[src/rtl/noc_pkg.sv]
// Shared types and defaults for the NoC round-robin crossbar.
package noc_pkg;

    localparam int unsigned DefRadixIn   = 4;
    localparam int unsigned DefRadixOut  = 4;
    localparam int unsigned DefAddrWidth = 4;
    localparam int unsigned DefDataWidth = 32;
    localparam int unsigned DefDepth     = 4;

    // Width of the destination field taken from the low address bits.
    function automatic int unsigned dest_w(input int unsigned radix_out);
        return (radix_out > 1) ? $clog2(radix_out) : 1;
    endfunction

    typedef enum logic {
        IDLE,
        LOCKED
    } xbar_state_e;

endpackage

[src/rtl/noc_rr_arbiter.sv]
// Round-robin arbiter for one crossbar output; can be pinned to a single owner.
module noc_rr_arbiter #(
    parameter int unsigned RADIX_IN = 4
) (
    input  logic [RADIX_IN-1:0]         req,
    input  logic [$clog2(RADIX_IN)-1:0] ptr,
    input  logic                        en,
    input  logic                        hold,
    input  logic [$clog2(RADIX_IN)-1:0] hold_idx,
    output logic [RADIX_IN-1:0]         grant,
    output logic [$clog2(RADIX_IN)-1:0] next_ptr
);

    localparam int unsigned IW = $clog2(RADIX_IN);

    logic found;
    int   idx;

    always_comb begin
        grant    = '0;
        next_ptr = ptr;
        found    = 1'b0;
        idx      = 0;
        if (en) begin
            if (hold) begin
                // Pinned: only the owner may go, and the pointer stays frozen.
                if (req[hold_idx]) begin
                    grant[hold_idx] = 1'b1;
                end
            end else begin
                for (int k = 0; k < int'(RADIX_IN); k++) begin
                    idx = (int'(ptr) + k) % int'(RADIX_IN);
                    if (!found && req[idx]) begin
                        found      = 1'b1;
                        grant[idx] = 1'b1;
                        next_ptr   = IW'((idx + 1) % int'(RADIX_IN));
                    end
                end
            end
        end
    end

endmodule

[src/rtl/noc_rr_crossbar.sv]
// Buffered NoC crossbar: per-input flit FIFOs, address routing, per-output
// round-robin arbitration with downstream backpressure and optional wormhole locking.
module noc_rr_crossbar
    import noc_pkg::*;
#(
    parameter int unsigned RADIX_IN    = DefRadixIn,
    parameter int unsigned RADIX_OUT   = DefRadixOut,
    parameter int unsigned ADDR_WIDTH  = DefAddrWidth,
    parameter int unsigned DATA_WIDTH  = DefDataWidth,
    parameter int unsigned DEPTH       = DefDepth,
    parameter int unsigned PACKET_MODE = 0
) (
    input  logic                                           clk,
    input  logic                                           rst,
    input  logic [RADIX_IN-1:0]                            fifo_enq,
    input  logic [RADIX_IN-1:0][ADDR_WIDTH+DATA_WIDTH-1:0] fifo_in,
    input  logic [RADIX_IN-1:0]                            fifo_last,
    output logic [RADIX_IN-1:0]                            fifo_full,
    output logic [RADIX_IN-1:0]                            fifo_overflow,
    output logic [RADIX_IN-1:0]                            route_err,
    output logic [RADIX_OUT-1:0]                           fifo_enq_downstream,
    output logic [RADIX_OUT-1:0][ADDR_WIDTH+DATA_WIDTH-1:0] fifo_out,
    output logic [RADIX_OUT-1:0]                           fifo_last_out,
    input  logic [RADIX_OUT-1:0]                           fifo_full_downstream
);

    localparam int unsigned FW = ADDR_WIDTH + DATA_WIDTH;
    localparam int unsigned DW = dest_w(RADIX_OUT);
    localparam int unsigned IW = $clog2(RADIX_IN);
    localparam int unsigned AW = $clog2(DEPTH);
    localparam int unsigned CW = $clog2(DEPTH + 1);

    // Input FIFO storage: {last, flit}
    logic [FW:0]          mem_q   [RADIX_IN][DEPTH];
    logic [AW-1:0]        head_q  [RADIX_IN];
    logic [AW-1:0]        tail_q  [RADIX_IN];
    logic [CW-1:0]        count_q [RADIX_IN];
    logic [CW-1:0]        count_d [RADIX_IN];
    logic [RADIX_IN-1:0]  full_q, overflow_q, route_err_q;

    logic [RADIX_IN-1:0]  enq_ok, deq, nonempty, illegal, head_last;
    logic [FW-1:0]        head_flit [RADIX_IN];
    logic [DW-1:0]        head_dest [RADIX_IN];

    logic [RADIX_IN-1:0]  req      [RADIX_OUT];
    logic [RADIX_IN-1:0]  grant    [RADIX_OUT];
    logic [IW-1:0]        ptr_q    [RADIX_OUT];
    logic [IW-1:0]        ptr_nxt  [RADIX_OUT];
    logic [IW-1:0]        gidx     [RADIX_OUT];
    logic [IW-1:0]        owner_q  [RADIX_OUT];
    logic [IW-1:0]        owner_d  [RADIX_OUT];
    xbar_state_e          state_q  [RADIX_OUT];
    xbar_state_e          state_d  [RADIX_OUT];
    logic [FW-1:0]        sel_flit [RADIX_OUT];
    logic [RADIX_OUT-1:0] sel_last, any_gnt, hold, arb_en;

    assign fifo_full     = full_q;
    assign fifo_overflow = overflow_q;
    assign route_err     = route_err_q;
    assign arb_en        = ~fifo_full_downstream;

    // Head decode and request matrix; a head matching no output is illegal.
    always_comb begin
        for (int o = 0; o < int'(RADIX_OUT); o++) begin
            req[o] = '0;
        end
        for (int i = 0; i < int'(RADIX_IN); i++) begin
            enq_ok[i]    = fifo_enq[i] & ~full_q[i];
            nonempty[i]  = (count_q[i] != '0);
            head_flit[i] = mem_q[i][head_q[i]][FW-1:0];
            head_last[i] = mem_q[i][head_q[i]][FW];
            head_dest[i] = head_flit[i][DATA_WIDTH +: DW];
            illegal[i]   = nonempty[i];
            for (int o = 0; o < int'(RADIX_OUT); o++) begin
                if (nonempty[i] && (head_dest[i] == DW'(o))) begin
                    req[o][i]  = 1'b1;
                    illegal[i] = 1'b0;
                end
            end
        end
    end

    for (genvar o = 0; o < RADIX_OUT; o++) begin : g_arb
        noc_rr_arbiter #(
            .RADIX_IN(RADIX_IN)
        ) u_arb (
            .req     (req[o]),
            .ptr     (ptr_q[o]),
            .en      (arb_en[o]),
            .hold    (hold[o]),
            .hold_idx(owner_q[o]),
            .grant   (grant[o]),
            .next_ptr(ptr_nxt[o])
        );
    end

    always_comb begin
        deq = illegal;
        for (int o = 0; o < int'(RADIX_OUT); o++) begin
            hold[o]    = (PACKET_MODE != 0) && (state_q[o] == LOCKED);
            any_gnt[o] = |grant[o];
            gidx[o]    = '0;
            for (int i = 0; i < int'(RADIX_IN); i++) begin
                if (grant[o][i]) begin
                    gidx[o] = IW'(i);
                    deq[i]  = 1'b1;
                end
            end
            sel_flit[o] = head_flit[gidx[o]];
            sel_last[o] = head_last[gidx[o]];
            state_d[o]  = state_q[o];
            owner_d[o]  = owner_q[o];
            if ((PACKET_MODE != 0) && any_gnt[o]) begin
                if ((state_q[o] == IDLE) && !sel_last[o]) begin
                    state_d[o] = LOCKED;
                    owner_d[o] = gidx[o];
                end else if ((state_q[o] == LOCKED) && sel_last[o]) begin
                    state_d[o] = IDLE;
                end
            end
        end
        for (int i = 0; i < int'(RADIX_IN); i++) begin
            count_d[i] = count_q[i] + CW'(enq_ok[i]) - CW'(deq[i]);
        end
    end

    // Storage is not reset; validity comes from the counters.
    always_ff @(posedge clk) begin
        for (int i = 0; i < int'(RADIX_IN); i++) begin
            if (enq_ok[i]) begin
                mem_q[i][tail_q[i]] <= {fifo_last[i], fifo_in[i]};
            end
        end
    end

    always_ff @(posedge clk or posedge rst) begin
        if (rst) begin
            for (int i = 0; i < int'(RADIX_IN); i++) begin
                head_q[i]  <= '0;
                tail_q[i]  <= '0;
                count_q[i] <= '0;
            end
            full_q      <= '0;
            overflow_q  <= '0;
            route_err_q <= '0;
        end else begin
            for (int i = 0; i < int'(RADIX_IN); i++) begin
                if (enq_ok[i]) begin
                    tail_q[i] <= tail_q[i] + AW'(1);
                end
                if (deq[i]) begin
                    head_q[i] <= head_q[i] + AW'(1);
                end
                count_q[i] <= count_d[i];
                full_q[i]  <= (count_d[i] == CW'(DEPTH));
                if (fifo_enq[i] && full_q[i]) begin
                    overflow_q[i] <= 1'b1;
                end
                if (illegal[i]) begin
                    route_err_q[i] <= 1'b1;
                end
            end
        end
    end

    always_ff @(posedge clk or posedge rst) begin
        if (rst) begin
            fifo_enq_downstream <= '0;
            fifo_out            <= '0;
            fifo_last_out       <= '0;
            for (int o = 0; o < int'(RADIX_OUT); o++) begin
                ptr_q[o]   <= '0;
                owner_q[o] <= '0;
                state_q[o] <= IDLE;
            end
        end else begin
            for (int o = 0; o < int'(RADIX_OUT); o++) begin
                fifo_enq_downstream[o] <= any_gnt[o];
                if (any_gnt[o]) begin
                    fifo_out[o]      <= sel_flit[o];
                    fifo_last_out[o] <= sel_last[o];
                end
                ptr_q[o]   <= ptr_nxt[o];
                owner_q[o] <= owner_d[o];
                state_q[o] <= state_d[o];
            end
        end
    end

endmodule

[config.mk]
export PLATFORM = sky130hd
export DESIGN_NAME = noc_rr_crossbar
export DESIGN_NICKNAME = d
export VERILOG_FILES = /design/src/rtl/noc_pkg.sv /design/src/rtl/noc_rr_arbiter.sv /design/src/rtl/noc_rr_crossbar.sv
export SDC_FILE = /design/constraint.sdc
export NUM_CORES = 1
export LEC_CHECK = 0
export BUFFER_PORTS_ARGS = -buffer_cell sky130_fd_sc_hd__clkbuf_2
export CORE_UTILIZATION = 50
export DETAILED_ROUTE_END_ITERATION = 8
export GPL_TIMING_DRIVEN = 1
export PLACE_DENSITY = 0.74
export SLEW_MARGIN = 30
export SYNTH_ARGS = -nofsm -noshare
export SYNTH_HDL_FRONTEND = slang
export SYNTH_SLANG_ARGS = --single-unit
[constraint.sdc]
create_clock -name clk -period 9.5 [get_ports clk]
set_input_delay 0.95 -clock clk [delete_from_list [all_inputs] [get_ports clk]]
set_output_delay 0.95 -clock clk [all_outputs]
set_load 0.02 [all_outputs]
# Yosys cells after proc, flatten, opt, wreduce, memory -nomap -nowiden

Memory sizes are Yosys's and may differ from the RTL's.
Cells that the tools add are included.

Memories: 1
Bits in registers: 200
RAM bits: 592
Bits in latches: 0
Memory bits (read-only): 0
Output and inout bits: 164
Input port bits: 158

Mux-type cells: 256
Add/sub/neg operators: 40
Equality and inequality tests: 16
Bitwise logic cells: 45
Shift operators: 0
Multiply operators: 0
$lt $le $gt $ge: 52
Div/mod/pow operators: 0
Reductions and logical operators: 96

Memory list:

| memory | depth | bits a word | rd ports | clocked after Yosys merged registers in | wr ports | RTL line              | source |
|---|---|---|---|---|---|---|---|
| mem_q  | 4     | 148         | 4        | 0                                       | 4        | noc_rr_crossbar.sv:34 | `logic [FW:0] mem_q [RADIX_IN][DEPTH];` |

Operators with widths:

| operator                                                              | number |
|---|---|
| 148-bit 2-to-1 mux                                                    | 4 |
| 37-bit 2-to-1 mux                                                     | 12 |
| 37-bit binary-select mux with 2-bit select                            | 4 |
| 37-bit demux with 2-bit select                                        | 4 |
| 36-bit binary-select mux with 2-bit select                            | 4 |
| 36-bit 2-to-1 mux                                                     | 8 |
| 1-bit 2-to-1 mux                                                      | 128 |
| 4-bit 2-to-1 mux                                                      | 32 |
| 1-bit logical AND                                                     | 52 |
| 3-bit by 4-bit < comparator with 1-bit output, second input constant  | 12 |
| 2-bit 2-to-1 mux                                                      | 24 |
| 4-bit bitwise OR                                                      | 12 |
| 2-bit adder, second input constant                                    | 20 |
| 1-bit binary-select mux with 2-bit select                             | 20 |
| 3-bit by 1-bit >= comparator with 1-bit output, second input constant | 12 |
| 3-bit >= comparator, second input constant                            | 12 |
| 2-bit inverter with 3-bit output                                      | 12 |
| 1-bit demux with 2-bit select                                         | 16 |
| 2-bit by 1-bit adder with 2-bit output, second input constant         | 12 |
| 2-bit by 3-bit < comparator with 1-bit output, second input constant  | 8 |
| 2-bit OR reduction                                                    | 12 |
| 2-bit == test, second input constant                                  | 8 |
| 4-bit nonzero test                                                    | 4 |
| 4-bit OR reduction                                                    | 4 |
| 14 further kinds                                                      | 69 |

# Logic depth before layout (Yosys ltp)

Word-level depth: 30
Depth in mapped cells: 19
Depth with buffers taken out: 17

# Hierarchy

From an unflattened synthesis, not the netlist that was laid out.

Cells, all modules: 2297
Area, all modules: 35138.7 sq um

By module, submodules not included:

| module                               | area an instance (sq um) | seq. area each (sq um) | cells an instance | instances |
|---|---|---|---|---|
| noc_rr_crossbar                      | 33150.5                  | 22781.8                | 2050              | 1 |
| noc_rr_arbiter at g_arb[1].u_arb ... | 488.0                    | 0.0                    | 60                | 2 |
| noc_rr_arbiter at g_arb[0].u_arb     | 534.3                    | 0.0                    | 68                | 1 |
| noc_rr_arbiter at g_arb[3].u_arb     | 478.0                    | 0.0                    | 59                | 1 |

# Worst setup path after synthesis

OpenSTA, ideal clock, no wires.

Path kind: register to register
Start point: reg ptr_q[4] (netlist bit)
End point: reg full_q[3], in the netlist fifo_full[3]
Stages on the path, launching flop included: 19
Data required time: 9.412 ns
Clock period less this slack: 4.572 ns
Setup slack: 4.928 ns
Arrival: 4.484 ns
Buffers on the path: 2
Cell sequence: dfrtp_1 > clkbuf_1 > inv_2 > ha_1 > clkbuf_1 > and3_1 > a41oi_1 > o22ai_1 > a32oi_1 > nor3b_1 > nor2_1 > or4b_2 > ha_1 > inv_1 > ha_1 > fa_1 > xnor2_1 > xnor2_1 > nor3b_1

RTL lines:

| element                         | RTL line               | source |
|---|---|---|
| start, declared                 | noc_rr_crossbar.sv:47  | `logic [IW-1:0] ptr_q [RADIX_OUT];` |
| start signal, assigned by index | noc_rr_crossbar.sv:183 | `ptr_q[o] <= ptr_nxt[o];` |
| end signal, assigned by index   | noc_rr_crossbar.sv:155 | `full_q[i] <= (count_d[i] == CW'(DEPTH));` |
| end, declared                   | noc_rr_crossbar.sv:39  | `logic [RADIX_IN-1:0] full_q, overflow_q, route_err_q;` |

==> flow_metrics.tcl <==
set metrics [dict create \
    start_util_pct 50.88 \
    cts_sinks 792 \
    rsz0062_at_grt "false" \
    hold_buffers 0 \
    status "finished clean" \
    synthCells 2499 \
    path_max_fanout 50 \
    min_path_type "input port to async pin" \
    fp.dieW_um 272.6 \
    drive_above_1_share_pct 25.98 \
    drt_wl_total_um 111100 \
    htreeDepth 3 \
    num_vias 24277 \
    synth_edf_count 592 \
    pre_cts_slack_ns 3.258 \
    fmax_ghz 0.1611 \
    grt_usage_pct 29.94 \
    cts_tree "done" \
    dp_hpwl_um 77700 \
    fin_ws_ns 3.292 \
    die_y_um 272.6 \
    syn_to_final_growth_pct 15.36 \
    postLayoutCellArea_mm2 0.04224 \
    tightest_slew_ns 1.033 \
    slowest_delay_ns 0.86 \
    synth_warnings 0 \
    cts_inserted_buffers 84 \
    critPathRequiredTime_ns 10.07 \
    core_area_mm2 0.07198 \
    gr-total-overflow 0 \
    setup_tns_ns 0 \
    final-max-slew-violation-count 0 \
    cts_resized 0 \
    dr.pass1.iters 8 \
    endpoint_kind "flop" \
    crit_slowest_cell "o41ai_2" \
    port_buffers 321 \
    grt_pass1_vias 24139 \
    grt_first_pass_wirelength_um 161600 \
    die_area_mm2 0.07432 \
    drt_iter0_drc 3278 \
    ys.flop_type "edfxtp_1" \
    netlist_area_mm2 0.03662 \
    fin_nets 2996 \
    grt_max_degree 122 \
    cts_root_buf "clkbuf_16" \
    final_cells 3800 \
    post-cts-setup-buffers 0 \
    yosysSeqAreaShare_pct 62.21 \
    path_cells "buf_4, nor4b_1, o41ai_2, inv_1, mux4_2, a32oi_1, nand3_1, or4_1, ha_1, inv_1, ha_1, fa_1, xnor2_1, nor3b_1" \
    place_area_mm2 0.03925 \
    clock_tree.buffer_depth 3 \
    place_congestion 0.9496 \
    timing.final.crit_share_pct 65.34 \
    fin_crit_ns 6.208 \
    drv_cap 0 \
    fin_skew_ns 0.03003 \
    synthArstFlopShare_pct 25.25 \
    syn-num-nets 2717 \
    syn_area_per_cell_um2 14.65 \
    cp.arrival_ns 6.78 \
    remaining_drc_errors 0 \
    path_buf_inv 3 \
    ant_nets 0 \
    startpoint_type "flop" \
    path_clk_slew_ns 0.06 \
    ys_ff_latch 792 \
    viasPerCell 6.389 \
    worstSetupPathType "flop to flop" \
    num_rows 98 \
    dp.cells 3641 \
    worst_slew_margin_rel_pct 30.23 \
    report.final.setup_viol 0 \
    ys_types 95 \
    antenna_found_initial 4 \
    top_level_ports 322 \
    wl_per_cell_um 29.24 \
    worstSkewPairLatency_ns 0.66 \
    finalHoldViolCount 0 \
    crit_family "simple AND/OR/NAND/NOR gates" \
]
==> synth_stat cells, types with 13 or more instances <==
library cell  number  area share, %
xnor2_1           19           0.45
buf_2             18           0.25
a311oi_1          23           0.55
nand2_1          100            1.0
o21ai_0           34           0.46
nor3b_1           15           0.31
nor2b_1           36           0.62
a22oi_1           36           0.74
mux2_2            17           0.52
buf_1             21           0.22
nor4_1            38           0.65
a21oi_1          128            1.7
and2_1            22           0.38
o211ai_1          37           0.76
mux2i_1          156            4.3
inv_1             99            1.0
ha_1              56            1.9
a211oi_1          26           0.53
nand3_1           22           0.30
nand2b_1          17           0.29
dfrtp_1          200             14
nor3_1            15           0.21
clkbuf_1         121            1.2
a311o_1           13           0.36
edfxtp_1         592             49
nor2_1           175            1.8
a211o_1           14           0.33
a221oi_1          74            1.8
mux4_2           165             10
==> final cells by class <==
cell class	count	area (um2)
flip-flops and latches	792	22790
well taps	950	1189
clock inverters	47	684.4
clock buffers	109	2266
repair buffers	363	2011
inverters	105	406.6
diodes	2	5.005
multi-input cells	1432	12890
fillers	5480	29730
==> path summary, 6_finish.rpt <==
kind,from,endpoint,slack [ns],cells past startpoint
worst max register to register,head_q[4],fifo_full[1],3.29,14
max in group asynchronous,rst,fifo_out[53],7.78,3
worst min register to register,route_err[2],route_err[2],0.37,0
worst min-delay path,rst,route_err[0],0.36,2
min in group clk,route_err[2],route_err[2],0.37,0
worst max-delay path,head_q[4],fifo_full[1],3.29,14
==> per-stage QoR <==
step                      utilization [%]  hold WS (ns)
after floorplan                         -        0.5151
after global placement              54.37        0.3640
after detailed placement            54.54        0.3652
after CTS                           58.64        0.3799
after global routing                58.68        0.3958
final                               58.69        0.3579
==> cells in the final DEF (no fill, tap or decap), types with 10 or more instances in the layout <==
cell | synthesis | layout
edfxtp_1 | 592 | 592
clkbuf_2 | 0 | 321
dfrtp_1 | 200 | 193
nor2_1 | 175 | 171
mux4_2 | 165 | 165
mux2i_1 | 156 | 156
a21oi_1 | 128 | 126
nand2_1 | 100 | 99
inv_1 | 99 | 98
clkbuf_16 | 0 | 84
a221oi_1 | 74 | 74
ha_1 | 56 | 56
nor4_1 | 38 | 38
o211ai_1 | 37 | 37
a22oi_1 | 36 | 36
nor2b_1 | 36 | 36
buf_4 | 5 | 34
o21ai_0 | 34 | 33
a211oi_1 | 26 | 25
a311oi_1 | 23 | 23
nand3_1 | 22 | 22
xnor2_1 | 19 | 19
clkbuf_1 | 121 | 18
mux2_2 | 17 | 17
nand2b_1 | 17 | 16
clkinv_2 | 0 | 16
nor3_1 | 15 | 15
nor3b_1 | 15 | 15
a211o_1 | 14 | 14
a311o_1 | 13 | 13
bufinv_16 | 0 | 13
a221o_1 | 12 | 12
and2_4 | 0 | 12
o31ai_1 | 10 | 10
o2bb2ai_1 | 10 | 10
and2_1 | 22 | 10
==> cell families after synthesis <==
| group | after synthesis | share of synthesized area [%] |
|---|---|---|
| flip-flops | 792 | 62.21 |
| AO/OA/AOI/OAI | 513 | 10.34 |
| AND/OR/NAND/NOR | 495 | 6.704 |
| multiplexers | 340 | 15.01 |
| buffers and inverters | 275 | 3.034 |
| adder cells (fa/ha/maj) | 60 | 2.132 |
| XOR/XNOR | 24 | 0.5740 |
==> flip-flops by register name, indices dropped and copies added (netlist names), 8 cells and up <==
register	count
mem_q	592
head_q	8
fifo_out	144
count_q	12
tail_q	8
ptr_q	8
==> per-layer routing <==
| metal | global-route usage (%) | share of wire [%] | up-vias | wire length [um] |
|---|---|---|---|---|
| met4 | 12.73 | 4.3 | 4 | 4756 |
| met1 | 37.66 | 37 | 12312 | 41630 |
| met5 | 0 | 0.019 | - | 21 |
| met3 | 6.159 | 8.3 | 241 | 9206 |
| met2 | 50.41 | 50 | 1266 | 55510 |
| li1 | - | - | 10454 | - |
Power is left out: the tool's default activity adds up to more than one toggle a clock period on the data nets, which glitch-free logic cannot reach.
